[config.mk]
export PLATFORM = sky130hd
export DESIGN_NAME = vga_text_write_arbiter
export DESIGN_NICKNAME = d
export VERILOG_FILES = /design/src/rtl/vga_text_pkg.sv /design/src/rtl/vga_text_fifo.sv /design/src/rtl/vga_text_write_arbiter.sv
export SDC_FILE = /design/constraint.sdc
export NUM_CORES = 1
export LEC_CHECK = 0
export ABC_AREA = 0
export ABC_CLOCK_PERIOD_IN_PS = 2400
export CAP_MARGIN = 20
export CELL_PAD_IN_SITES_DETAIL_PLACEMENT = 1
export CELL_PAD_IN_SITES_GLOBAL_PLACEMENT = 1
export CORE_MARGIN = 4
export CORE_UTILIZATION = 37
export CTS_CLUSTER_DIAMETER = 80
export DETAILED_ROUTE_END_ITERATION = 10
export PLACE_DENSITY_LB_ADDON = 0.1
export SYNTH_ARGS = -nofsm -noshare
export SYNTH_HDL_FRONTEND = slang
export SYNTH_SLANG_ARGS = --single-unit
[constraint.sdc]
create_clock -name clk -period 2.4 [get_ports clk]
set_input_delay 0.48 -clock clk [delete_from_list [all_inputs] [get_ports clk]]
set_output_delay 0.48 -clock clk [all_outputs]
set_load 0.005 [all_outputs]
[src/rtl/vga_text_pkg.sv]
// Shared constants and types for the VGA text-buffer write path.
// Character-grid geometry, console MMIO window and the write-grant source enum.
// Included by the console FIFO and the write arbiter.
package vga_text_pkg;

    localparam int          COLS         = 80;
    localparam int          ROWS         = 30;
    localparam int          NCHARS       = COLS * ROWS;
    localparam int          CHAR_W       = 12;
    localparam logic [7:0]  CHAR_SPACE   = 8'h20;
    localparam logic [31:0] CONSOLE_BASE = 32'hF000_0000;

    // Which source owns the display write port in a given cycle.
    typedef enum logic [1:0] {
        SRC_NONE  = 2'd0,
        SRC_CLEAR = 2'd1,
        SRC_CPU   = 2'd2,
        SRC_DBG   = 2'd3
    } src_e;

    // One character write: index into the grid plus the character itself.
    typedef struct packed {
        logic [CHAR_W-1:0] addr;
        logic [7:0]        data;
    } char_wr_t;

    // True when addr falls inside the 4 KiB window starting at base.
    function automatic logic in_window(input logic [31:0] addr, input logic [31:0] base);
        return addr[31:12] == base[31:12];
    endfunction

endpackage

[src/rtl/vga_text_fifo.sv]
// Synchronous FIFO for buffered console character writes.
// Latency: a pushed entry is visible at the head (empty=0) one clk later.
// Backpressure: push while full is refused unless a pop happens the same cycle.
// Ports: clk, rst (sync, active-high), push/wdata, pop/rdata, full, empty, count.
module vga_text_fifo #(
    parameter int DEPTH = 4,
    parameter int W     = 20
) (
    input  logic                     clk,
    input  logic                     rst,
    input  logic                     push,
    input  logic [W-1:0]             wdata,
    input  logic                     pop,
    output logic [W-1:0]             rdata,
    output logic                     full,
    output logic                     empty,
    output logic [$clog2(DEPTH):0]   count
);

    localparam int             AW       = $clog2(DEPTH);
    localparam logic [AW:0]    FULL_CNT = (AW+1)'(DEPTH);

    logic [W-1:0]  mem_q [DEPTH];
    logic [AW-1:0] wr_ptr_q, wr_ptr_d;
    logic [AW-1:0] rd_ptr_q, rd_ptr_d;
    logic [AW:0]   count_q,  count_d;
    logic          do_push, do_pop;

    always_comb begin
        do_pop   = pop && (count_q != '0);
        // A full FIFO still takes a push when the head leaves in the same cycle.
        do_push  = push && ((count_q != FULL_CNT) || do_pop);
        wr_ptr_d = do_push ? wr_ptr_q + AW'(1) : wr_ptr_q;
        rd_ptr_d = do_pop  ? rd_ptr_q + AW'(1) : rd_ptr_q;
        count_d  = count_q;
        if (do_push && !do_pop) begin
            count_d = count_q + (AW+1)'(1);
        end else if (do_pop && !do_push) begin
            count_d = count_q - (AW+1)'(1);
        end
    end

    always_ff @(posedge clk) begin
        if (rst) begin
            wr_ptr_q <= '0;
            rd_ptr_q <= '0;
            count_q  <= '0;
        end else begin
            wr_ptr_q <= wr_ptr_d;
            rd_ptr_q <= rd_ptr_d;
            count_q  <= count_d;
        end
    end

    // Storage needs no reset: count_q alone decides what is valid.
    always_ff @(posedge clk) begin
        if (do_push) begin
            mem_q[wr_ptr_q] <= wdata;
        end
    end

    assign rdata = mem_q[rd_ptr_q];
    assign full  = (count_q == FULL_CNT);
    assign empty = (count_q == '0);
    assign count = count_q;

endmodule

[src/rtl/vga_text_write_arbiter.sv]
// Shares the text-buffer write port between screen clear, CPU console FIFO and debugger.
// Latency: the cycle's winner appears on display_* one clk edge later.
// Backpressure: dbg_ready is a combinational grant; cpu_full flags a full console FIFO,
// further stores are dropped and latched in cpu_overflow.
// Ports: cpu_* MMIO store side, dbg_* valid/ready stream, clear_req/clear_busy, display_* write port.
module vga_text_write_arbiter #(
    parameter int          FIFO_DEPTH   = 4,
    parameter int          COLS         = vga_text_pkg::COLS,
    parameter int          ROWS         = vga_text_pkg::ROWS,
    parameter int          MAX_WAIT     = 8,
    parameter logic [31:0] CONSOLE_BASE = vga_text_pkg::CONSOLE_BASE
) (
    input  logic        clk,
    input  logic        rst,
    input  logic        cpu_wen,
    input  logic [31:0] cpu_addr,
    input  logic [31:0] cpu_data,
    output logic        cpu_full,
    output logic        cpu_overflow,
    input  logic        dbg_valid,
    input  logic [11:0] dbg_addr,
    input  logic [7:0]  dbg_data,
    output logic        dbg_ready,
    input  logic        clear_req,
    output logic        clear_busy,
    output logic        display_wen,
    output logic [11:0] display_w_addr,
    output logic [7:0]  display_w_data
);

    import vga_text_pkg::*;

    localparam int          WW       = $clog2(MAX_WAIT + 1);
    localparam logic [WW-1:0] WAIT_MAX = WW'(MAX_WAIT);
    localparam logic [11:0] NCHARS12 = 12'(COLS * ROWS);
    localparam logic [11:0] LAST_IDX = 12'(COLS * ROWS - 1);
    localparam int          CNT_W    = $clog2(FIFO_DEPTH) + 1;

    localparam logic [0:0] ST_IDLE  = 1'b0;
    localparam logic [0:0] ST_CLEAR = 1'b1;

    logic [0:0]    state_q, state_d;
    logic [11:0]   ptr_q, ptr_d;
    logic [WW-1:0] wait_q, wait_d;
    logic          overflow_q, overflow_d;
    logic          wen_q, wen_d;
    logic [11:0]   waddr_q, waddr_d;
    logic [7:0]    wdata_q, wdata_d;

    logic          in_clear, start_clear;
    logic          push_req, drop;
    logic          fifo_pop, fifo_full, fifo_empty;
    logic [CNT_W-1:0] fifo_count;
    char_wr_t      push_dat, pop_dat;
    src_e          src;

    vga_text_fifo #(
        .DEPTH (FIFO_DEPTH),
        .W     ($bits(char_wr_t))
    ) u_fifo (
        .clk   (clk),
        .rst   (rst),
        .push  (push_req),
        .wdata (push_dat),
        .pop   (fifo_pop),
        .rdata (pop_dat),
        .full  (fifo_full),
        .empty (fifo_empty),
        .count (fifo_count)
    );

    // Grant: clear engine, then a debugger that has waited its limit, then the FIFO,
    // then the debugger opportunistically. Nobody wins while rst is high.
    always_comb begin
        in_clear = (state_q == ST_CLEAR);
        push_req = cpu_wen && in_window(cpu_addr, CONSOLE_BASE) && (cpu_addr[11:0] < NCHARS12);
        push_dat = '{addr: cpu_addr[11:0], data: cpu_data[7:0]};

        src = SRC_NONE;
        if (rst) begin
            src = SRC_NONE;
        end else if (in_clear) begin
            src = SRC_CLEAR;
        end else if (dbg_valid && (wait_q == WAIT_MAX)) begin
            src = SRC_DBG;
        end else if (!fifo_empty) begin
            src = SRC_CPU;
        end else if (dbg_valid) begin
            src = SRC_DBG;
        end

        dbg_ready = (src == SRC_DBG);
        fifo_pop  = (src == SRC_CPU);
        drop      = push_req && fifo_full && !fifo_pop;
    end

    always_comb begin
        state_d     = state_q;
        ptr_d       = ptr_q;
        start_clear = 1'b0;
        if (in_clear) begin
            if (ptr_q == LAST_IDX) begin
                state_d = ST_IDLE;
                ptr_d   = '0;
            end else begin
                ptr_d   = ptr_q + 12'd1;
            end
        end else if (clear_req) begin
            state_d     = ST_CLEAR;
            ptr_d       = '0;
            start_clear = 1'b1;
        end

        // A drop in the same cycle as clear entry still gets reported.
        overflow_d = overflow_q;
        if (start_clear) begin
            overflow_d = 1'b0;
        end
        if (drop) begin
            overflow_d = 1'b1;
        end

        // The clear engine starves everyone equally, so starvation is not counted during it.
        wait_d = wait_q;
        if (!in_clear) begin
            if (dbg_valid && !dbg_ready) begin
                wait_d = (wait_q == WAIT_MAX) ? wait_q : wait_q + WW'(1);
            end else begin
                wait_d = '0;
            end
        end

        wen_d   = 1'b0;
        waddr_d = waddr_q;
        wdata_d = wdata_q;
        case (src)
            SRC_CLEAR: begin
                wen_d   = 1'b1;
                waddr_d = ptr_q;
                wdata_d = CHAR_SPACE;
            end
            SRC_CPU: begin
                wen_d   = 1'b1;
                waddr_d = pop_dat.addr;
                wdata_d = pop_dat.data;
            end
            SRC_DBG: begin
                wen_d   = 1'b1;
                waddr_d = dbg_addr;
                wdata_d = dbg_data;
            end
            default: begin
                wen_d   = 1'b0;
            end
        endcase
    end

    always_ff @(posedge clk) begin
        if (rst) begin
            state_q    <= ST_IDLE;
            ptr_q      <= '0;
            wait_q     <= '0;
            overflow_q <= 1'b0;
            wen_q      <= 1'b0;
            waddr_q    <= '0;
            wdata_q    <= '0;
        end else begin
            state_q    <= state_d;
            ptr_q      <= ptr_d;
            wait_q     <= wait_d;
            overflow_q <= overflow_d;
            wen_q      <= wen_d;
            waddr_q    <= waddr_d;
            wdata_q    <= wdata_d;
        end
    end

    assign cpu_full       = fifo_full;
    assign cpu_overflow   = overflow_q;
    assign clear_busy     = in_clear;
    assign display_wen    = wen_q;
    assign display_w_addr = waddr_q;
    assign display_w_data = wdata_q;

    logic unused_ok;
    assign unused_ok = &{1'b0, cpu_data[31:8], fifo_count};

endmodule

# [Word level (Yosys, flattened, before mapping)]
# Memory sizes are Yosys's and may differ from the RTL's. A register that Yosys moved wholly into a read port is not among the register bits.
# Cells that the tools add are included.
[op_classes] addsub=6 multipliers=0 div_mod_pow=0 order_cmp=1 eq_ne=9 shifts=0 mux=25 bitwise=1 reduce_logical=23
[ops] operator="2-to-1 mux 12 bit" n=3
[ops] operator="case mux 12 bit (3 select lines)" n=1
[ops] operator="case mux 8 bit (3 select lines)" n=1
[ops] operator="equality test 20 bit (second input constant)" n=1
[ops] operator="2-to-1 mux 2 bit" n=7
[ops] operator="adder 12 x 1 -> 12 bit (second input constant)" n=1
[ops] operator="equality test 12 bit (second input constant)" n=1
[ops] operator="less-than comparator 12 bit (second input constant)" n=1
[ops] operator="logical AND 1 bit" n=10
[ops] operator="2-to-1 mux 1 bit" n=9
[ops] operator="2-to-1 mux 4 bit" n=2
[ops] operator="2-to-1 mux 3 bit" n=2
[ops] operator="nonzero test 2 bit" n=3
[ops] operator="nonzero test 3 bit" n=2
[ops] operator="adder 2 x 1 -> 2 bit (second input constant)" n=2
[ops] operator="adder 4 x 1 -> 4 bit (second input constant)" n=1
[ops] operator="equality test 2 bit (second input constant)" n=2
[ops] operator="equality test 4 bit (second input constant)" n=1
[ops] operator="logical NOT 1 bit" n=4
[ops] operator="adder 3 x 1 -> 3 bit (second input constant)" n=1
[ops] operator="equality test 3 bit (second input constant)" n=1
[ops] operator="logical NOT 3 bit" n=1
[ops] operator="!= test 3 bit (second input constant)" n=1
[ops] operator="OR reduction 3 bit" n=1
[ops] operator="6 further kinds" n=6
[word_totals] regBits=46 latch_bits=0 ram_bits=80 rom_bits=0 in_bits=89 output_inout_bits=25 memories=1
[mem_list] name="u_fifo.mem_q" depth=4 word_bits=20 read_ports=1 rd_ports_with_merged_regs=1 wr=1 line_no="vga_text_fifo.sv:23" source="logic [W-1:0] mem_q [DEPTH];"

# [Longest topological paths before layout]
[depth] ltp_word=13 ltp_mapped=12

# [By module]
# From an unflattened synthesis, not the netlist that was laid out.
[unflattened] cells_unflattened=380 area_unflattened_um2=5391.4
[modules_own_cells] mod="vga_text_fifo" instances=1 cells_per_inst=152 area_per_inst_um2=3353.2 seq_area_each_um2=2582.5
[modules_own_cells] mod="vga_text_write_arbiter" instances=1 cells_per_inst=228 area_per_inst_um2=2038.2 seq_area_each_um2=780.7

# [Worst setup path after synthesis]
# No wires, ideal clock.
[synth_timing] path_type="input-to-reg" from="in cpu_addr[23]" to="reg u_fifo.count_q[2] (netlist: u_fifo.count[2])" setup_time_ps=70 arrival_time_ps=2488 t_required_ps=2330 path_slack_ps=-159 path_stages=9 n_path_buf=0 path_cell_list="nor4b_1 nand4_1 nor4_2 ha_1 inv_1 fa_1 xor2_1 or3_1 a21oi_1"
[synth_via] elab_chain_len=7 word_cells_on_any_way=9 classes_between="eq/ne: 1; mux: 1; reduce/logical: 7"
[synth_lines] element="start, declared" line_no="vga_text_write_arbiter.sv:16" source="input logic [31:0] cpu_addr,"
[synth_lines] element="equality test 20 bit *" line_no="vga_text_pkg.sv:29" source="return addr[31:12] == base[31:12];"
[synth_lines] element="logical AND 1 bit * (2 in a row)" line_no="vga_text_write_arbiter.sv:76" source="push_req = cpu_wen && in_window(cpu_addr, CONSOLE_BASE) && (cpu_addr[11:0] < NCHARS12);"
[synth_lines] element="logical AND 1 bit *" line_no="vga_text_fifo.sv:32" source="do_push = push && ((count_q != FULL_CNT) || do_pop);"
[synth_lines] element="net u_fifo.do_push" line_no="vga_text_fifo.sv:27" source="logic do_push, do_pop;"
[synth_lines] element="logical NOT 1 bit" line_no="vga_text_fifo.sv:38" source="end else if (do_pop && !do_push) begin"
[synth_lines] element="logical AND 1 bit" line_no="vga_text_fifo.sv:38"
[synth_lines] element="nonzero test 2 bit (no line)"
[synth_lines] element="end signal, assigned" line_no="vga_text_fifo.sv:51" source="count_q <= count_d;"
[synth_lines] element="end, declared" line_no="vga_text_fifo.sv:26" source="logic [AW:0] count_q, count_d;"
# The timed path passes the listed nets; every way through them passes the cells marked *.
# A chain may end at the register's enable or synchronous reset.

# [Worst setup path after layout]
[layout_timing] from="in cpu_addr[14]" to="reg u_fifo.count_q[2] (netlist: u_fifo.count[2])"
# The elaborated chain is that of the path after synthesis.

==> flow_summary.json <==
{
  "ant_nets": 0,
  "max_slew_margin_pct": 57.1,
  "antenna_found_initial": 0,
  "cts_sinks": 128,
  "layout-drive-gt1-share_pct": 22.7,
  "synthFlopType": "edfxtp_1",
  "grt_pass1_wl_mm": 22.7,
  "synth_cell_types": 58,
  "power_frac_seq_pct": 45.9,
  "grt_max_degree": 42,
  "cts_tree": "built",
  "die-area_sq_um": 16500,
  "start_util_pct": 38.1,
  "gr-total-overflow": 0,
  "total_leakage_power_nw": 2.57,
  "path_class": "input pin to flip-flop",
  "path_delay_family": "simple AND/OR/NAND/NOR gates",
  "cp.arrival_ps": 2960,
  "synth_nets": 491,
  "yosys.area.top_type": "edfxtp_1",
  "dpl.hpwl_mm": 9.81,
  "htree_levels": 4,
  "rows": 43,
  "layout_setup_ws_ps": -210,
  "comb_power_share_pct": 7.0,
  "final_nets": 622,
  "max_stage_delay_ps": 400,
  "avgSynthCellArea_sq_um": 13.6,
  "synth_edf_count": 80,
  "via_per_inst": 5.28,
  "finalClockSkew_ps": 14.9,
  "synth_simple_gate_area_share_pct": 12.3,
  "status": "finished with violations",
  "clock-root-buffer": "clkbuf_16",
  "core-area_sq_um": 14000,
  "gp_congestion": 0.851,
  "ctsLongestPathBuffers": 2,
  "yosysSeqAreaShare_pct": 62.8,
  "grt_pass1_vias": 4089,
  "io_buffers": 89,
  "synth_top_family_by_area": "simple AND/OR/NAND/NOR gates",
  "netlist_area_sq_um": 5360,
  "vdd_drop_max_mv": 0.473,
  "drt_wl_total_mm": 14.2,
  "drt_iter0_drc": 281,
  "synthMuxAreaShare_pct": 9.18,
  "regArea_sq_um": 3360,
  "final_max_slew_viol_count": 0,
  "violations": "setup timing",
  "worstHoldStart": "cpu_addr[9]",
  "grt_usage_pct": 18.2,
  "vias": 3785,
  "dpl-instance-area_sq_um": 6720,
  "path_clk_slew_ps": 60,
  "fillers": 1399,
  "path_cells": "clkdlybuf4s50_1, nor4_1, nand4_1, nor4_4, ha_2, inv_2, fa_2, xor2_1, or3_4, a21oi_2",
  "dr.pass1.iters": 4,
  "syn_to_final_growth_pct": 37.7,
  "synth_xor_area_share_pct": 1.31,
  "finalCritPeriodShare_pct": 109,
  "r2r_setup_slack_ps": -140,
  "critPathLaunch": "cpu_addr[14]",
  "ys.warnings.count": 0,
  "power_switching_mw": 1.18,
  "rsz0062_at_grt": "yes",
  "whs_path_depth": 2,
  "numCtsBuffers": 17,
  "cts_hold_buf": 0,
  "chipHeight_um": 128,
  "critical_path.startpoint_type": "input pin",
  "fp.dieW_um": 128,
  "path_buf_inv": 2,
  "r2r_start": "wait_q[0]",
  "cap_violations": 0,
  "synthCells": 393,
  "p_total_mw": 5.18,
  "ys_seq_elements": 128,
  "cpMaxStageDelayCell": "clkdlybuf4s50_1",
  "reg2regPathDepth": 11,
  "path_max_fanout": 2,
  "hold_class": "input pin to flip-flop",
  "io_pins": 114,
  "post-route-drc-count": 0,
  "min_period_ps": 2610,
  "design_area_sq_um": 7370,
  "synthArstFlopShare_pct": 0,
  "cellPowerDensity_nw_per_um2": 703,
  "required_ps": 2750,
  "p_sw_share_pct": 22.8,
  "synth_top_area_share_pct": 44.9,
  "worstHoldEndpoint": "u_fifo.mem_q[0][17]",
  "routedWlPerCell_um": 19.8,
  "multiInputGateArea_sq_um": 1910,
  "synthAdderAreaFrac_pct": 2.24,
  "clock_latency_ps": 420,
  "max_freq_mhz": 383,
  "tns_ps": -210,
  "n_antenna_cell": 0,
  "hold_violations": 0,
  "synth_compound_area_share_pct": 9.44,
  "r2r-end": "u_fifo.count[2]",
  "worst_slew_pin_slew_ps": 641,
  "cp-end-kind": "flip-flop",
  "finalSetupViolations": 1,
  "synth_area_leaders": "edfxtp_1, dfxtp_1, mux4_2",
  "power.internal_mw": 4.00,
  "clkPwrFrac_pct": 47.1
}
-- state kept, by name, summed over array words and instances, names as in the netlist, named ones only --
name,cells
u_fifo.wr_ptr_q,2
clear_busy,1
u_fifo.rd_ptr_q,2
display_w_addr,12
u_fifo.mem_q,80
ptr_q,12
display_wen,1
cpu_overflow,1
wait_q,4
u_fifo.count,3
display_w_data,8
-- placed cells by master, fill, tap and decap left out, drive strengths merged, types with 3 or more instances in the layout --
| cell | synthesis | final |
|---|---|---|
| dlygate4sd2 | 0 | 5 |
| and4 | 3 | 3 |
| nor3 | 4 | 4 |
| o41ai | 4 | 4 |
| nor4 | 5 | 5 |
| nand2b | 4 | 4 |
| a22oi | 8 | 8 |
| clkdlybuf4s50 | 0 | 81 |
| and3 | 3 | 3 |
| a211oi | 9 | 9 |
| dfxtp | 48 | 48 |
| xnor2 | 4 | 4 |
| nand2 | 33 | 33 |
| clkbuf | 9 | 18 |
| clkinv | 1 | 8 |
| mux2i | 3 | 3 |
| mux4 | 20 | 20 |
| nand3 | 6 | 6 |
| nor2 | 42 | 42 |
| buf | 11 | 43 |
| xor2 | 4 | 4 |
| o21ai | 6 | 6 |
| a221oi | 8 | 8 |
| a21oi | 12 | 12 |
| ha | 8 | 8 |
| or3 | 4 | 4 |
| a31oi | 8 | 8 |
| edfxtp | 80 | 80 |
| and2 | 4 | 4 |
| dlymetal6s2s | 0 | 3 |
| nand4 | 6 | 6 |
| inv | 10 | 15 |
| nor4b | 3 | 3 |
-- power by group through the flow --
stage / clock [mW] / sequential (mW) / combinational [mW]
2_1_floorplan: 0 / 2.43 / 0.113
3_3_place_gp: 0 / 2.43 / 0.354
3_5_place_dp: 0 / 2.43 / 0.363
4_1_cts: 2.50 / 2.38 / 0.365
5_1_grt: 2.62 / 2.38 / 0.391
6_report: 2.44 / 2.38 / 0.361
-- worst max-delay path by stage --
| stage | end | depth (start not counted) |
|---|---|---|
| after floorplan | u_fifo.count[2] | 9 |
| after CTS | u_fifo.count[2] | 10 |
| final | u_fifo.count[2] | 10 |
| after global placement | u_fifo.count[2] | 10 |
| after detailed placement | u_fifo.count[2] | 10 |
| after global routing | u_fifo.count[2] | 10 |
-- per-stage QoR --
| step | hold slack (ps) | util [%] | setup slack (ps) | cells |
|---|---|---|---|---|
| global route | 457 | 52.5 | -357 | 717 |
| detailed placement | 452 | 47.9 | -597 | 680 |
| floorplan | 447 | - | -75.1 | 393 |
| finish | 451 | 52.5 | -210 | 717 |
| global placement | 441 | 47.9 | -508 | 680 |
| CTS | 459 | 52.2 | -99.4 | 714 |
-- kinds of logic (layout without fill, tap and decap cells) --
group | count (synthesis) | after routing
mux | 24 | 24
xor+xnor | 8 | 8
buf+inv | 31 | 175
flops | 128 | 128
fa+ha+maj | 9 | 9
simple gates | 126 | 126
compound gates | 67 | 67
-- synth_stat cells (4+ instances only) --
| master | number |
|---|---|
| edfxtp_1 | 80 |
| dfxtp_1 | 48 |
| nor2_1 | 41 |
| nand2_1 | 33 |
| mux4_2 | 20 |
| a21oi_1 | 12 |
| a211oi_1 | 9 |
| inv_1 | 9 |
| a221oi_1 | 8 |
| a22oi_1 | 8 |
| a31oi_1 | 8 |
| clkbuf_1 | 8 |
| ha_1 | 8 |
| buf_2 | 7 |
| nand3_1 | 6 |
| nand4_1 | 6 |
| and2_1 | 4 |
| o21ai_0 | 4 |
| o41ai_2 | 4 |
| xnor2_1 | 4 |
| xor2_1 | 4 |
-- area by class of cell --
cell class	instances	area share, %
Clock buffer	18	5.82
Clock inverter	14	1.76
Inverter	11	0.628
Multi-Input combinational cell	234	26.0
Sequential cell	128	45.6
Tap cell	180	3.05
Timing Repair Buffer	132	17.2
-- worst reg2reg max path, stage by stage (launching register included) --
cell and delay (ps):
dfxtp_1 340, inv_1 50, ha_1 200, nand4b_1 170, a21boi_2 120, nor4_4 300
ha_2 240, inv_2 40, fa_2 320, xor2_1 170, or3_4 400, a21oi_2 110
-- routing by layer --
| metal | share of wire, % | GRT usage, % |
|---|---|---|
| met1 | 45 | 23.9 |
| met2 | 50 | 29.9 |
| met3 | 3.7 | 4.08 |
| met4 | 1.4 | 6.30 |
| met5 | 0 | 0 |
-- repair_timing --
action,4_1_cts,5_1_grt
resized for setup,13,8
buffers inserted,2,3
hold endpoints to repair,0,0
endpoints found under the setup margin,2,2
pin swaps,6,9
No activity file was read; power rests on OpenSTA's default activity.
==> edit, RTL diff (config.mk and constraints unchanged) <==
`FIFO_DEPTH`: 4 -> 2.
--- a/src/rtl/vga_text_write_arbiter.sv
+++ b/src/rtl/vga_text_write_arbiter.sv
@@ -4,7 +4,7 @@
 // further stores are dropped and latched in cpu_overflow.
 // Ports: cpu_* MMIO store side, dbg_* valid/ready stream, clear_req/clear_busy, display_* write port.
 module vga_text_write_arbiter #(
-    parameter int          FIFO_DEPTH   = 4,
+    parameter int          FIFO_DEPTH   = 2,
     parameter int          COLS         = vga_text_pkg::COLS,
     parameter int          ROWS         = vga_text_pkg::ROWS,
     parameter int          MAX_WAIT     = 8,
Behaviour: not the same (a bounded check fails within 4 cycles, from zero or initial values and one cycle with rst high).
==> edit against the original RTL <==
  * Sequential share of layout area fell by 5.4 points
  * Register-to-register slack better by 0.40 ns
  * Sequential cell count decreased by 44
  * Total power down 41%
  * Synthesized area decreased by 32%
  * Global-route usage increased by 0.66 points
  * Setup slack gained 0.32 ns
  * Worst hold slack gained 0.013 ns
  * Wire length is 26% lower
  * Largest cell class unchanged
  * Final cell count fell by 19%
  * Fmax up 14%
  * Combinational power down 8.3%
  * Final area decreased by 30%
==> edit: results (changes against the original RTL) <==
Run status
  – Status: complete, no violations

Route
  – Post-DR vias/cell: 5.30 (+0.41%)
  – Vias: 3069 (-19%)
  – Avg WL per Cell: 18.0 um (-8.8%)

Synthesis
  – Post-Syn Nets: 418 (-15%)
  – Mux contribution to synthesized area: 6.22% (-3.0 points)
  – Synth unique cells: 51 (-12%)
  – Post-synth top cells: dfxtp_1 (44), edfxtp_1 (40), nand2_1 (26), nor2_1 (22), mux2_2 (20)
  – Adder-Cell Fraction of Synth Area: 1.38% (-0.86 points)
  – Synthesized instance count: 325 (-17%)
  – Synth Flop Type: dfxtp_1
  – Synth area leaders: edfxtp_1 (33%), dfxtp_1 (24%), mux2_2 (6.2%)

CTS
  – H-tree depth: 3 (-1)
  – Reg clk slew, reported paths: 0.09 ns (+0.03 ns)
  – CTS buffer count: 9 (-8)

Placement
  – Hpwl dp: 7.80 mm (-20%)
  – Gpl congestion: 0.790 (-7.2%)
  – Post-Place Cell Area: 4910 um^2 (-27%)
  – Placed Cells: 562 (-17%)

Setup path
  – Worst reg2reg path depth: 9 (-2)
  – Top fanout value on the critical path: 3 (+1)
  – Setup crit end: u_fifo.count[1]
  – CP arrival: 2.57 ns (-0.39 ns)
  – CP Launch Point: cpu_addr[7]

GRT
  – Total Routing Usage GR: 18.9% (+0.66 points)
  – Vias in the first global route: 3413 (-17%)

Min path
  – Hold crit path type: reg -> reg
  – Min-delay src: display_w_addr[2]
  – Worst hold endpoint: display_w_addr[2]

STA
  – Slew HR: 66.5% (+9.5 points)

Cells and area
  – Largest register FFs: 40 (-50%)
edit: changes by cell type in the layout (fill, tap and decap cells not counted), moves of 10 or more:
cell / before / now
clkbuf_16: 17 / 0
edfxtp_1: 80 / 40
mux2_2: 1 / 20
mux4_2: 20 / 0
nand3_1: 6 / 16
nor2_1: 40 / 22
edit: power breakdown:
part	total (mW)	switching (mW)	internal [mW]
clock network	1.16	0.558	0.603
registers	1.54	0.0186	1.52
logic	0.331	0.136	0.194
edit: cells by family (layout without fill, tap and decap cells):
family,Yosys count,in the layout
flops,84,84
fa+ha+maj,4,4
mux,20,20
simple gates,110,110
buf+inv,24,149
compound gates,72,72
xor+xnor,11,11
edit: through the flow:
stage	setup TNS (ns)	setup WS, ns
final	0	0.106
after floorplan	0	0.0905
after global placement	-5.55	-0.239
after CTS	0	0.0696
after global routing	0	0.0212
after detailed placement	-5.80	-0.305
edit: cell type report:
| class | count | area (um^2) |
|---|---|---|
| clock buffer | 9 | 124 |
| clock inverter | 7 | 105 |
| fill | 1039 | 4190 |
| inverter | 10 | 37.5 |
| multi-input combinational | 217 | 1470 |
| sequential | 84 | 2080 |
| tap | 129 | 161 |
| timing repair buffer | 123 | 1190 |
edit: critical path: stages:
cell and delay (ns):
clkdlybuf4s50_1 0.46, a211oi_2 0.22, a21boi_1 0.10, buf_4 0.16
nor4_2 0.24, buf_4 0.15, ha_1 0.23, or3_1 0.38
a21oi_1 0.16
edit: metal layers:
metal	up-vias	GRT usage, %	part of all wire [%]
met5	-	0	0
met4	0	5.30	0.81
met3	8	4.94	5.3
met2	91	33.9	52
met1	1496	22.3	42
li1	1474	-	-
edit: repair_timing:
action | 4_1_cts | 5_1_grt
resized for setup | 5 | 5
gates cloned | 0 | 0
endpoints found under the setup margin | 1 | 1
pin swaps | 1 | 2
setup buffers | 0 | 1
